--- src/rtl/run_monitor_if.sv ---
// Control/status bundle between the host side and run_monitor.
// Optional retire/instret signals exist only when RUN_MONITOR_INSTRET_EN is defined.
interface run_monitor_if #(
  parameter int unsigned CNT_W = 32,
  parameter int unsigned PC_W  = 32
);
  logic             start;
  logic             clear;
  logic [PC_W-1:0]  pc;
  logic             pc_valid;
  logic [PC_W-1:0]  stop_pc;
  logic             stop_pc_en;
  logic [CNT_W-1:0] max_cycles;
  logic             run;
  logic             halted;
  logic [1:0]       cause;
  logic [CNT_W-1:0] cycles;
`ifdef RUN_MONITOR_INSTRET_EN
  logic             retire;
  logic [CNT_W-1:0] instret;

  modport master (
    output start, clear, pc, pc_valid, stop_pc, stop_pc_en, max_cycles, retire,
    input  run, halted, cause, cycles, instret
  );
  modport slave (
    input  start, clear, pc, pc_valid, stop_pc, stop_pc_en, max_cycles, retire,
    output run, halted, cause, cycles, instret
  );
`else
  modport master (
    output start, clear, pc, pc_valid, stop_pc, stop_pc_en, max_cycles,
    input  run, halted, cause, cycles
  );
  modport slave (
    input  start, clear, pc, pc_valid, stop_pc, stop_pc_en, max_cycles,
    output run, halted, cause, cycles
  );
`endif
endinterface

--- src/rtl/run_monitor.sv ---
// Run controller: gates the CPU, counts RUN cycles, halts on cycle limit / PC match / self-loop.
// Define RUN_MONITOR_INSTRET_EN to add the retired-instruction counter.
module run_monitor #(
  parameter int unsigned CNT_W  = 32,
  parameter int unsigned PC_W   = 32,
  parameter int unsigned LOOP_N = 8,
  parameter int unsigned LOOP_W = 4
) (
  input  logic         clk,
  input  logic         reset,
  run_monitor_if.slave bus
);

  typedef enum logic [1:0] {
    IDLE   = 2'd0,
    RUN    = 2'd1,
    HALTED = 2'd2
  } state_e;

  state_e            state_q, state_d;
  logic [CNT_W-1:0]  cycles_q, cycles_d;
  logic [1:0]        cause_q, cause_d;
  logic [LOOP_W-1:0] loop_q, loop_d;
  logic [PC_W-1:0]   last_pc_q, last_pc_d;

  logic [CNT_W:0]    cyc_inc;
  logic [CNT_W-1:0]  cyc_sat;
  logic [LOOP_W-1:0] loop_nx;
  logic              pc_hit, loop_hit, lim_hit;

  assign cyc_inc  = {1'b0, cycles_q} + (CNT_W+1)'(1);
  assign cyc_sat  = cyc_inc[CNT_W] ? '1 : cyc_inc[CNT_W-1:0];
  assign lim_hit  = (bus.max_cycles != '0) && (cyc_inc == {1'b0, bus.max_cycles});
  assign pc_hit   = bus.pc_valid && bus.stop_pc_en && (bus.pc == bus.stop_pc);

  // loop_q==0 only before the first valid PC of a run, so a stale last_pc never matches
  always_comb begin
    loop_nx = loop_q;
    if (bus.pc_valid) begin
      if ((loop_q == '0) || (bus.pc != last_pc_q)) loop_nx = LOOP_W'(1);
      else                                         loop_nx = loop_q + LOOP_W'(1);
    end
  end
  assign loop_hit = bus.pc_valid && (loop_nx == LOOP_W'(LOOP_N));

`ifdef RUN_MONITOR_INSTRET_EN
  logic [CNT_W-1:0] instret_q, instret_d;
`endif

  always_ff @(posedge clk or posedge reset) begin
    if (reset) begin
      state_q   <= IDLE;
      cycles_q  <= '0;
      cause_q   <= '0;
      loop_q    <= '0;
      last_pc_q <= '0;
`ifdef RUN_MONITOR_INSTRET_EN
      instret_q <= '0;
`endif
    end else begin
      state_q   <= state_d;
      cycles_q  <= cycles_d;
      cause_q   <= cause_d;
      loop_q    <= loop_d;
      last_pc_q <= last_pc_d;
`ifdef RUN_MONITOR_INSTRET_EN
      instret_q <= instret_d;
`endif
    end
  end

  always_comb begin
    state_d = state_q;
    unique case (state_q)
      IDLE:    if (!bus.clear && bus.start) state_d = RUN;
      RUN:     if (bus.clear) state_d = IDLE;
               else if (pc_hit || loop_hit || lim_hit) state_d = HALTED;
      HALTED:  if (bus.clear) state_d = IDLE;
      default: state_d = IDLE;
    endcase
  end

  // IDLE is only ever entered with everything zeroed, so it simply keeps it that way
  always_comb begin
    cycles_d  = cycles_q;
    cause_d   = cause_q;
    loop_d    = loop_q;
    last_pc_d = last_pc_q;
`ifdef RUN_MONITOR_INSTRET_EN
    instret_d = instret_q;
`endif
    unique case (state_q)
      RUN: begin
        if (bus.clear) begin
          cycles_d  = '0;
          cause_d   = '0;
          loop_d    = '0;
          last_pc_d = '0;
`ifdef RUN_MONITOR_INSTRET_EN
          instret_d = '0;
`endif
        end else begin
          cycles_d = cyc_sat;
          loop_d   = loop_nx;
          if (bus.pc_valid) last_pc_d = bus.pc;
          if (pc_hit)        cause_d = 2'd2;
          else if (loop_hit) cause_d = 2'd3;
          else if (lim_hit)  cause_d = 2'd1;
`ifdef RUN_MONITOR_INSTRET_EN
          if (bus.retire && (instret_q != '1)) instret_d = instret_q + CNT_W'(1);
`endif
        end
      end
      HALTED: begin
        if (bus.clear) begin
          cycles_d  = '0;
          cause_d   = '0;
          loop_d    = '0;
          last_pc_d = '0;
`ifdef RUN_MONITOR_INSTRET_EN
          instret_d = '0;
`endif
        end
      end
      default: begin
        cycles_d  = '0;
        cause_d   = '0;
        loop_d    = '0;
        last_pc_d = '0;
`ifdef RUN_MONITOR_INSTRET_EN
        instret_d = '0;
`endif
      end
    endcase
  end

  always_comb begin
    bus.run     = (state_q == RUN);
    bus.halted  = (state_q == HALTED);
    bus.cause   = cause_q;
    bus.cycles  = cycles_q;
`ifdef RUN_MONITOR_INSTRET_EN
    bus.instret = instret_q;
`endif
  end

endmodule

--- src/flat_wrapper.sv ---
// flat-port wrapper written by rule: the top's interface ports become plain ports
module run_monitor_flat 
#(
  parameter int unsigned CNT_W  = 32,
  parameter int unsigned PC_W   = 32,
  parameter int unsigned LOOP_N = 8,
  parameter int unsigned LOOP_W = 4
)
  (clk, reset, bus_start, bus_clear, bus_pc, bus_pc_valid, bus_stop_pc, bus_stop_pc_en, bus_max_cycles, bus_run, bus_halted, bus_cause, bus_cycles);
  run_monitor_if #(.CNT_W(CNT_W), .PC_W(PC_W)) bus_i ();
  input  logic clk;
  input  logic reset;
  input wire logic [$bits(bus_i.start)-1:0] bus_start;
  input wire logic [$bits(bus_i.clear)-1:0] bus_clear;
  input wire logic [$bits(bus_i.pc)-1:0] bus_pc;
  input wire logic [$bits(bus_i.pc_valid)-1:0] bus_pc_valid;
  input wire logic [$bits(bus_i.stop_pc)-1:0] bus_stop_pc;
  input wire logic [$bits(bus_i.stop_pc_en)-1:0] bus_stop_pc_en;
  input wire logic [$bits(bus_i.max_cycles)-1:0] bus_max_cycles;
  output wire logic [$bits(bus_i.run)-1:0] bus_run;
  output wire logic [$bits(bus_i.halted)-1:0] bus_halted;
  output wire logic [$bits(bus_i.cause)-1:0] bus_cause;
  output wire logic [$bits(bus_i.cycles)-1:0] bus_cycles;
  assign bus_i.start = bus_start;
  assign bus_i.clear = bus_clear;
  assign bus_i.pc = bus_pc;
  assign bus_i.pc_valid = bus_pc_valid;
  assign bus_i.stop_pc = bus_stop_pc;
  assign bus_i.stop_pc_en = bus_stop_pc_en;
  assign bus_i.max_cycles = bus_max_cycles;
  assign bus_run = bus_i.run;
  assign bus_halted = bus_i.halted;
  assign bus_cause = bus_i.cause;
  assign bus_cycles = bus_i.cycles;
  run_monitor #(.CNT_W(CNT_W), .PC_W(PC_W), .LOOP_N(LOOP_N), .LOOP_W(LOOP_W)) u_core (.clk(clk), .reset(reset), .bus(bus_i));
endmodule
--- config.mk ---
export PLATFORM = sky130hd
export DESIGN_NAME = run_monitor_flat
export DESIGN_NICKNAME = d
export VERILOG_FILES = /design/src/rtl/run_monitor_if.sv /design/src/rtl/run_monitor.sv /design/src/flat_wrapper.sv
export SDC_FILE = /design/constraint.sdc
export NUM_CORES = 1
export LEC_CHECK = 0
export BUFFER_PORTS_ARGS = -buffer_cell sky130_fd_sc_hd__buf_2
export CAP_MARGIN = 10
export CORE_MARGIN = 2
export CORE_UTILIZATION = 55
export CTS_BUF_LIST = sky130_fd_sc_hd__clkbuf_16
export DETAILED_ROUTE_END_ITERATION = 8
export PLACE_DENSITY = 0.91
export SYNTH_ARGS = -nofsm -noshare
export SYNTH_HDL_FRONTEND = slang
export SYNTH_SLANG_ARGS = --single-unit
--- constraint.sdc ---
create_clock -name clk -period 5.7 [get_ports clk]
set_clock_uncertainty 0.2 [all_clocks]
set_input_delay 0.57 -clock clk [delete_from_list [all_inputs] [get_ports clk]]
set_output_delay 0.57 -clock clk [all_outputs]
set_load 0.02 [all_outputs]
==> metrics.md, run 1 <==
| Metric | Value |
|---|---|
| Worst skew pair latency | 0.34 ns |
| CTS root buffer | clkbuf_16 |
| Clock Pin Slew Worst Setup and Hold Paths | 0.06 ns |
| Grt total ovfl | 0 |
| Outcome | finished, final reports clean |
| Leak | 2.98 nW |
| Number of synthesized flops with an enable pin | 0 |
| DRC | 0 |
| Final max-slew violation count | 0 |
| Worst-Margin Slew | 1.14 ns |
| Distinct cell type count after synthesis | 60 |
| Max FO, Critical Path | 11 |
| Multi-input logic area | 3510 um^2 |
| Detailed Route WL | 18.1 mm |
| PD cells | 208 nW/um^2 |
| DR vias | 5,789 |
| Initial DRC count | 452 |
| Number of diodes | 0 |
| Final Hold Viols | 0 |
| Overall power | ~1.4 mW |
| Ys Warns | 0 |
| Slew HR | approximately a quarter |
| Drt wl/cell | 20.1 um |
| Clk sink count | 72 |
| CTS tree | done |
| H-tree depth | 3 |
| Sequential area share after synthesis | 32.5% |
| Most frequently used flop master after synthesis | dfrtp_1 |
| Setup crit start kind | register |
| Worst Setup End Kind | register |
| Io pins | 138 |
| Initial antenna violation count | 0 |
| RSZ-0062 raised after global routing | no |
| Die area | 10,900 um^2 |
| DR pass1 iterations | 5 |
| Largest cells by area after synthesis | dfrtp_1 32%, xor2_1 12%, a22o_1 6.2% |
| Fin crit share | between 60% and 70% |
| Synthesized cell area | 5550 um^2 |
| Die Span Y | 104 um |
| Post-DP Area | 6300 um^2 |
| Fin nets | 871 |
| MaxCap Viol Count | 0 |
| Port-buffer cells | 137 |
| Post-route ant nets | 0 |
| Placed cells | 888 |
| CTS buffer count | 9 |
| Core ar. | 9770 um^2 |
| DR vias/cell | 6.41 |
| Worst Path Class, Setup | reg2reg |
| Fin area | 6590 um^2 |
| Syn-to-layout area delta | 18.7% |
| Cts hold-fix bufs | 0 |
| Synthesized net count | 755 |
| Commonest cells in the netlist | 77 x xor2_1, 72 x dfrtp_1, 61 x o21ai_0 |
| CP required | 5.73 ns |
| Syn avg cell area | 8.54 um^2 |
| Std cell rows | 36 |
| Max Freq | roughly 270 MHz |
| DP Wirelength | 13.3 mm |
| Sequential cell area | around 1800 um^2 |
| Peak supply drop | roughly 0.00017 V |
| Min cycle time layout | roughly 3.7 ns |
| WP data arrival | ~3.8 ns |
| Synth area leader | dfrtp_1 |
| Vias in the first global route | about 5,600 |
| Synth Instances | 650 |
| Fill count | 824 |
| Setup Viol. Count Final | 0 |
| Global-route wire length before repair | 29.2 mm |
| Final setup TNS | 0 ns |
| Synth Register Bits | a little over 70 |
| Tot GR Track Use | between 30 and 40% |
| Layout cells sized above 1 | 23.0% |
| # Post-CTS Setup Buffers | 0 |
| Starting density of the core | 56.8% |
| Top cell type's share of synthesized area | between 30% and 40% |
| Largest net degree at the start of global routing | 73 |
| Min-Delay Path Class | in2async |
| RePlAce Congestion | 1.02 |
| Die width | 104 um |
| Non-filler instance count after layout | roughly 900 |
| FFs w/ async S/R, synth | 100% |
| PostCTS Resize Cnt | 0 |
| Most frequent cell after synthesis | xor2_1 |
| Max Root-Sink Buffers | 2 |
[cells in the final DEF, fill, tap and decap left out, drive strengths merged, types with 3 or more instances in the layout]
cell type / count
a211oi: 3
a21oi: 30
a22o: 39
a31oi: 5
and2: 5
and3: 5
and4: 9
buf: 143
clkbuf: 9
clkinv: 5
dfrtp: 72
ha: 3
inv: 25
mux2i: 3
nand2: 45
nand2b: 4
nand3: 20
nand4: 23
nor2: 27
nor2b: 7
nor3: 25
nor4: 37
o2111ai: 4
o211ai: 4
o21ai: 63
or3: 6
or4: 6
xnor2: 36
xor2: 77
[worst max-delay path, stage by stage, from the launching register on]
cell and delay (ns):
dfrtp_1 0.54, ha_1 0.46, nand3_1 0.19, o21a_1 0.23
or4_1 0.46, a2111oi_0 0.73, nand4_1 0.23, nor4_2 0.19
nand4_1 0.14, a31o_1 0.25
[flip-flops by register name (all words and copies together) (netlist names)]
register,cells
u_core.bus.cause,2
u_core.bus.cycles,32
u_core.last_pc_q,32
u_core.loop_q,4
u_core.state_q,2
[power breakdown]
| group | total [mW] | switching, mW | internal (mW) |
|---|---|---|---|
| Sequential | 0.547 | 0.0187 | 0.528 |
| Clock | 0.564 | 0.229 | 0.335 |
| Combinational | 0.256 | 0.154 | 0.103 |
[per-stage QoR]
stage	hold slack [ns]	util [%]	setup WS (ns)
finish	0.296	67.4	1.98
global route	0.306	67.4	1.72
CTS	0.297	67.4	1.98
detailed placement	0.316	64.5	2.02
global placement	0.308	64.5	2.08
floorplan	0.292	-	2.33
[routing by layer]
layer,routed length (um),global-route usage (%)
met1,7650,46.2
met2,8480,53.3
met3,1670,6.27
met4,340,10.2
met5,0,0
[cell families (layout without fill, tap and decap cells)]
kind of cell | count (synthesis) | after routing | share of synthesized area (%)
buffers and inverters | 63 | 183 | 4.55
DFF | 72 | 72 | 32.5
xor gates and xnor gates | 114 | 114 | 18.2
adders and majority gates | 3 | 3 | 0.676
AOI/OAI and AO/OA | 169 | 169 | 19.9
muxes | 3 | 3 | 0.541
and+or+nand+nor | 226 | 226 | 23.7
[worst paths after layout]
check	slack (ns)	to	cells after the start	start
max	1.98	u_core.bus.cause[1]	9	u_core.bus.cycles[0]
min	0.30	u_core.last_pc_q[22]	3	reset
max reg2reg	1.98	u_core.bus.cause[1]	9	u_core.bus.cycles[0]
min reg2reg	0.33	u_core.last_pc_q[0]	1	u_core.last_pc_q[0]
max in group asynchronous	4.38	u_core.bus.cycles[19]	3	reset
min in group clk	0.30	u_core.last_pc_q[9]	2	bus_pc[9]
[layout make-up]
class | count | area share, %
multi-input combinational | 515 | 53.3
sequential | 72 | 27.3
timing repair buffer | 143 | 11.1
clock buffer | 9 | 3.42
tap | 133 | 2.53
inverter | 25 | 1.42
clock inverter | 6 | 0.930
Note: power is estimated with default switching activity, not from simulation.
==> run 2, diff against run 1 <==
==> constraint.sdc (replaced) <==
create_clock -name clk -period 3.5 [get_ports clk]
set_clock_uncertainty 0.2 [all_clocks]
set_input_delay 0.35 -clock clk [delete_from_list [all_inputs] [get_ports clk]]
set_output_delay 0.35 -clock clk [all_outputs]
set_load 0.02 [all_outputs]
==> metrics.md, run 2 (synthesis gave the netlist of run 1 again) <==
| Metric | Value |
|---|---|
| Outcome | finished, final reports clean |
| DR pass1 iterations | 5 (unchanged) |
| RePlAce Congestion | 1.00 (-1.6%) |
| Fin nets | 891 (+2.3%) |
| MaxCap Viol Count | 0 (unchanged) |
| Post-route ant nets | 0 (unchanged) |
| Fin area | 6750 um^2 (+2.4%) |
| Leak | 3.10 nW (+3.9%) |
| Max incr delay on CP | 0.55 ns (-0.18 ns) |
| Vias in the first global route | 5,769 (+3.6%) |
| Setup crit start kind | register |
| Fin crit share | 95.3% (+30 points) |
| Number of diodes | 0 (unchanged) |
| Worst skew pair latency | 0.34 ns (about the same) |
| Flop-to-flop setup slack | 0.17 ns (-1.82 ns) |
| Critical R2R Launch | u_core.bus.cycles[0] |
| Min-Delay Path Class | in2reg |
| DR vias | 5,828 (+0.67%) |
| Std cell rows | 36 (unchanged) |
| Placement Setup Slack | 0.209 ns (-1.81 ns) |
| Port-buffer cells | 137 (unchanged) |
| CP required | 3.52 ns (-2.21 ns) |
| Overall power | 2.23 mW (+63%) |
| DRC | 0 (unchanged) |
| DP Wirelength | 13.9 mm (+4.2%) |
| DR vias/cell | 6.31 (-1.6%) |
| Starting density of the core | 56.8% (unchanged) |
| Worst Setup End Kind | register |
| Worst Path Class, Setup | reg2reg |
| Grt total ovfl | 0 (unchanged) |
| Initial DRC count | 515 (+14%) |
| WP data arrival | 3.36 ns (-0.39 ns) |
| Drt wl/cell | 19.6 um (-2.5%) |
| Worst-Margin Slew | 0.930 ns (-0.209 ns) |
| CTS root buffer | clkbuf_16 |
| Global-route wire length before repair | 29.3 mm (+0.33%) |
| Syn-to-layout area delta | 21.5% |
| Initial antenna violation count | 0 (unchanged) |
| Setup Viol. Count Final | 0 (unchanged) |
| Final max-slew violation count | 0 (unchanged) |
| Peak supply drop | 0.000251 V (+52%) |
| H-tree depth | 3 (unchanged) |
| Final Hold Viols | 0 (unchanged) |
| Die width | 104 um (unchanged) |
| Min cycle time layout | 3.33 ns (-0.382 ns) |
| Core ar. | 9770 um^2 (unchanged) |
| Clock Pin Slew Worst Setup and Hold Paths | 0.06 ns (about the same) |
| Die Span Y | 104 um (unchanged) |
| Max Root-Sink Buffers | 2 (unchanged) |
| Worst hold path startpoint | bus_pc[22] |
| Post-DP Area | 6440 um^2 (+2.2%) |
| Commonest non-fill, non-tap cell in the layout | buf_2 |
| CTS buffer count | 9 (unchanged) |
| Worst Path Buf+Inv | 1 (+1) |
| PD cells | 330 nW/um^2 (+59%) |
| Setup ws final | 0.166 ns (-1.82 ns) |
| Io pins | 138 (unchanged) |
| Final setup TNS | 0 ns (unchanged) |
| Largest net degree at the start of global routing | 35 (-52%) |
| Most common cell type on the critical path | nand4_1 |
| Delay-heaviest family, CP | simple AND/OR/NAND/NOR gates |
| Max FO, Critical Path | 9 (-2) |
| Max Freq | 300 MHz (+11%) |
| Clk sink count | 72 (unchanged) |
| Most frequent cells in the layout | 137 x buf_2, 77 x xor2_1, 72 x dfrtp_1 |
| Worst-path cell chain | ha_1, buf_4, nand4_1, nor4_4, xnor2_1, or4_1, or4_4, nor4_2, nand4_1, a31o_1 |
| Layout cells sized above 1 | 24.7% (+1.7 points) |
| Critical Path Start | u_core.bus.cycles[0] |
| Tot GR Track Use | 33.6% (+0.089 points) |
| Crit-path slowest cell | or4_4 |
| CTS tree | done |
| Detailed Route WL | 18.1 mm (-0.22%) |
| Die area | 10,900 um^2 (unchanged) |
| RSZ-0062 raised after global routing | no |
| Slew HR | 38.0% (+14 points) |
-- run 2: cell count changes in the layout (fill, tap and decap cells not counted), sizes merged --
cell,before,now
clkinv,5,4
buf,143,162
inv,25,27
dlygate4sd3,0,1
-- run 2: power breakdown --
group | leakage [nW] | switching [mW] | internal, mW | total (mW)
Clock | 0.152 | 0.363 | 0.547 | 0.909
Combinational | 1.95 | 0.258 | 0.173 | 0.431
Sequential | 0.993 | 0.0266 | 0.861 | 0.887
Total | 3.10 | 0.648 | 1.58 | 2.23
-- run 2: repair_timing --
action                                  in CTS  in global routing
endpoints found under the setup margin       0                  1
setup buffers                                0                  0
resized for setup                            0                  1
hold buffers                                 1                  0
endpoints found under the hold margin       28                  0
-- run 2: worst paths after layout --
| path | end | depth (start not counted) |
|---|---|---|
| worst max-delay path | u_core.bus.cause[1] | 10 |
| worst min-delay path | u_core.last_pc_q[22] | 2 |
| worst max register to register | u_core.bus.cause[1] | 10 |
| worst min register to register | u_core.last_pc_q[23] | 1 |
| max in group asynchronous | u_core.bus.cycles[30] | 4 |
| min in group asynchronous | u_core.last_pc_q[22] | 3 |
-- run 2: worst register-to-register path, stage by stage (launching register included) --
cell and delay [ns]:
dfrtp_1 0.46, ha_1 0.21, buf_4 0.18, nand4_1 0.18, nor4_4 0.25, xnor2_1 0.14
or4_1 0.43, or4_4 0.55, nor4_2 0.22, nand4_1 0.15, a31o_1 0.25
-- run 2: layer usage --
| metal | routed length [um] | up-vias | global-route usage [%] |
|---|---|---|---|
| met1 | 7730 | 2764 | 46.7 |
| met2 | 8320 | 350 | 52.9 |
| met3 | 1520 | 52 | 4.39 |
| li1 | - | 2662 | - |
| met4 | 529 | 0 | 13.4 |
| met5 | 0 | - | 0 |
-- run 2: cell type report --
class	count	area, um^2
Tap cell	133	166
Multi-Input combinational cell	515	3510
Clock inverter	7	65.1
Sequential cell	72	1800
Timing Repair Buffer	163	883
Inverter	25	93.8
Fill cell	852	3030
Clock buffer	9	225
-- run 2: through the flow --
stage          utilization (%)  hold WS [ns]  cells
3_5_place_dp              65.9         0.257    907
5_1_grt                   69.0        0.0974    924
4_1_cts                   69.0        0.0740    924
2_1_floorplan                -         0.283    650
6_report                  69.0        0.0812    924
3_3_place_gp              65.9         0.244    907
==> run 3, diff against run 2 <==
--- a/config.mk
+++ b/config.mk
@@ -12,6 +12,7 @@
 export CTS_BUF_LIST = sky130_fd_sc_hd__clkbuf_16
 export DETAILED_ROUTE_END_ITERATION = 8
 export PLACE_DENSITY = 0.91
+export RECOVER_POWER = 50
 export SYNTH_ARGS = -nofsm -noshare
 export SYNTH_HDL_FRONTEND = slang
 export SYNTH_SLANG_ARGS = --single-unit
==> metrics.md, run 3 (synthesis gave the netlist of run 1 again) <==
| Metric | Value |
|---|---|
| Peak supply drop | 0.000253 V (+0.61%) |
| Clk pwr share | 40.9% (about the same) |
| DP Wirelength | 13.9 mm (unchanged) |
| Largest net degree at the start of global routing | 35 (unchanged) |
| Final Hold Viols | 0 (unchanged) |
| DRC | 0 (unchanged) |
| Critical Path Start | u_core.bus.cycles[0] |
| DR vias/cell | 6.32 (+0.17%) |
| WHS | 0.0796 ns (-0.00164 ns) |
| PD cells | 333 nW/um^2 (+0.84%) |
| Seq pwr share | 39.8% (about the same) |
| Core ar. | 9770 um^2 (unchanged) |
| Die width | 104 um (unchanged) |
| RSZ-0062 raised after global routing | no |
| Syn-to-layout area delta | 20.5% |
| Die area | 10,900 um^2 (unchanged) |
| DR vias | 5,838 (+0.17%) |
| Final setup TNS | 0 ns (unchanged) |
| Worst Path Class, Setup | reg2reg |
| Hold depth | 2 (unchanged) |
| Setup crit start kind | register |
| Reg2reg end | u_core.bus.cause[1] |
| # Post-CTS Setup Buffers | 0 (unchanged) |
| Fin nets | 891 (unchanged) |
| Initial antenna violation count | 0 (unchanged) |
| Slew HR | 14.3% (-24 points) |
| CTS tree | done |
| Reg2reg path depth | 10 (unchanged) |
| Most frequent cells in the layout | 104 x buf_2, 77 x xor2_1, 72 x dfrtp_1 |
| Placement Setup Slack | 0.209 ns (unchanged) |
| Min cycle time layout | 3.34 ns (+0.00840 ns) |
| Leak | 2.94 nW (-5.1%) |
| Pint | 1.58 mW (-0.15%) |
| RePlAce Congestion | 1.00 (unchanged) |
| Port-buffer cells | 137 (unchanged) |
| Global-route wire length before repair | 29.3 mm (unchanged) |
| Drt wl/cell | 19.6 um (about the same) |
| Max Root-Sink Buffers | 2 (unchanged) |
| Flop-to-flop setup slack | 0.16 ns (about the same) |
| Detailed Route WL | 18.1 mm (about the same) |
| Tot GR Track Use | 33.6% (unchanged) |
| WP data arrival | 3.37 ns (about the same) |
| Worst-Margin Slew | 1.29 ns (+0.355 ns) |
| Post-route ant nets | 0 (unchanged) |
| Worst Setup End Kind | register |
| Setup Viol. Count Final | 0 (unchanged) |
| Combinational Power Share | 19.2% (-0.2 points) |
| Clk sink count | 72 (unchanged) |
| CTS root buffer | clkbuf_16 |
| Clock Pin Slew Worst Setup and Hold Paths | 0.06 ns (about the same) |
| Io pins | 138 (unchanged) |
| Outcome | finished, final reports clean |
| CTS buffer count | 9 (unchanged) |
| Final max-slew violation count | 0 (unchanged) |
| Grt total ovfl | 0 (unchanged) |
| Worst skew pair latency | 0.34 ns (about the same) |
| Number of diodes | 0 (unchanged) |
| Net Switching | 650 uW (+0.37%) |
| Critical R2R Launch | u_core.bus.cycles[0] |
| Std cell rows | 36 (unchanged) |
| Max FO, Critical Path | 9 (unchanged) |
| CP required | 3.53 ns (about the same) |
| H-tree depth | 3 (unchanged) |
| Max Freq | 299 MHz (-0.25%) |
| Die Span Y | 104 um (unchanged) |
| DR pass1 iterations | 5 (unchanged) |
| Starting density of the core | 56.8% (unchanged) |
| Commonest non-fill, non-tap cell in the layout | buf_2 |
| Min-Delay Path Class | in2reg |
| MaxCap Viol Count | 0 (unchanged) |
| Switching power share of the total | 29.2% (+0.11 points) |
| Fin util | 68.5% (-0.58 points) |
| Vias in the first global route | 5,769 (unchanged) |
| Fin crit share | 95.5% (+0.24 points) |
| Setup ws final | 0.157 ns (-0.00840 ns) |
| Initial DRC count | 519 (+0.78%) |
| Layout cells sized above 1 | 19.8% (-4.8 points) |
| End point of the critical path | u_core.bus.cause[1] |
-- run 3: cell types whose count changed in the layout (fill, tap and decap cells not counted) --
| cell | delta |
|---|---|
| buf_2 | -33 |
| clkbuf_1 | +37 |
| inv_1 | +1 |
| inv_2 | -1 |
| buf_4 | -4 |
-- run 3: cell type report --
type                       instances  area [um^2]
inverter                          25         93.8
tap                              133          166
sequential                        72         1800
clock buffer                       9          225
clock inverter                     7         65.1
multi-input combinational        515         3510
timing repair buffer             163          827
fill                             876         3080
-- run 3: power by group through the flow --
stage / Clock (mW) / Sequential, mW / Combinational [mW]
2_1_floorplan: 0 / 0.898 / 0.245
3_3_place_gp: 0 / 0.898 / 0.410
3_5_place_dp: 0 / 0.900 / 0.421
4_1_cts: 0.913 / 0.886 / 0.424
5_1_grt: 0.956 / 0.890 / 0.468
6_report: 0.912 / 0.887 / 0.429
-- run 3: worst min path at each step --
stage | startpoint | to | slack (ns)
final | bus_pc[22] | u_core.last_pc_q[22] | 0.08
after global placement | reset | u_core.last_pc_q[1] | 0.24
after global routing | bus_pc[30] | u_core.last_pc_q[30] | 0.1
after detailed placement | reset | u_core.last_pc_q[22] | 0.26
after floorplan | bus_pc[0] | u_core.last_pc_q[0] | 0.28
after CTS | bus_pc[22] | u_core.last_pc_q[22] | 0.07
-- run 3: worst max-delay path: stages, from the launching register on --
cell and delay [ns]:
dfrtp_1 0.46, ha_1 0.21, buf_4 0.18, nand4_1 0.18, nor4_4 0.25, xnor2_1 0.14, or4_1 0.43, or4_4 0.55
nor4_2 0.22, nand4_1 0.16, a31o_1 0.25
-- run 3: metrics by stage --
step                cell area [um^2]  std cells  total power [mW]
floorplan                       5550        650              1.14
global placement                6440        907              1.31
detailed placement              6440        907              1.32
CTS                             6740        924              2.22
global route                    6690        924              2.31
finish                          6690        924              2.23
-- run 3: routing by layer --
layer / global-route usage (%) / routed length [um] / vias up
li1: - / - / 2662
met1: 46.7 / 7640 / 2765
met2: 52.9 / 8260 / 346
met3: 4.39 / 1630 / 65
met4: 13.4 / 585 / 0
met5: 0 / 0 / -
-- run 3: repair_timing --
| action | CTS | global route |
|---|---|---|
| setup endpoints to repair | 0 | 1 |
| endpoints found under the hold margin | 28 | 0 |
| hold buffers | 1 | 0 |
| gates resized for setup | 0 | 1 |
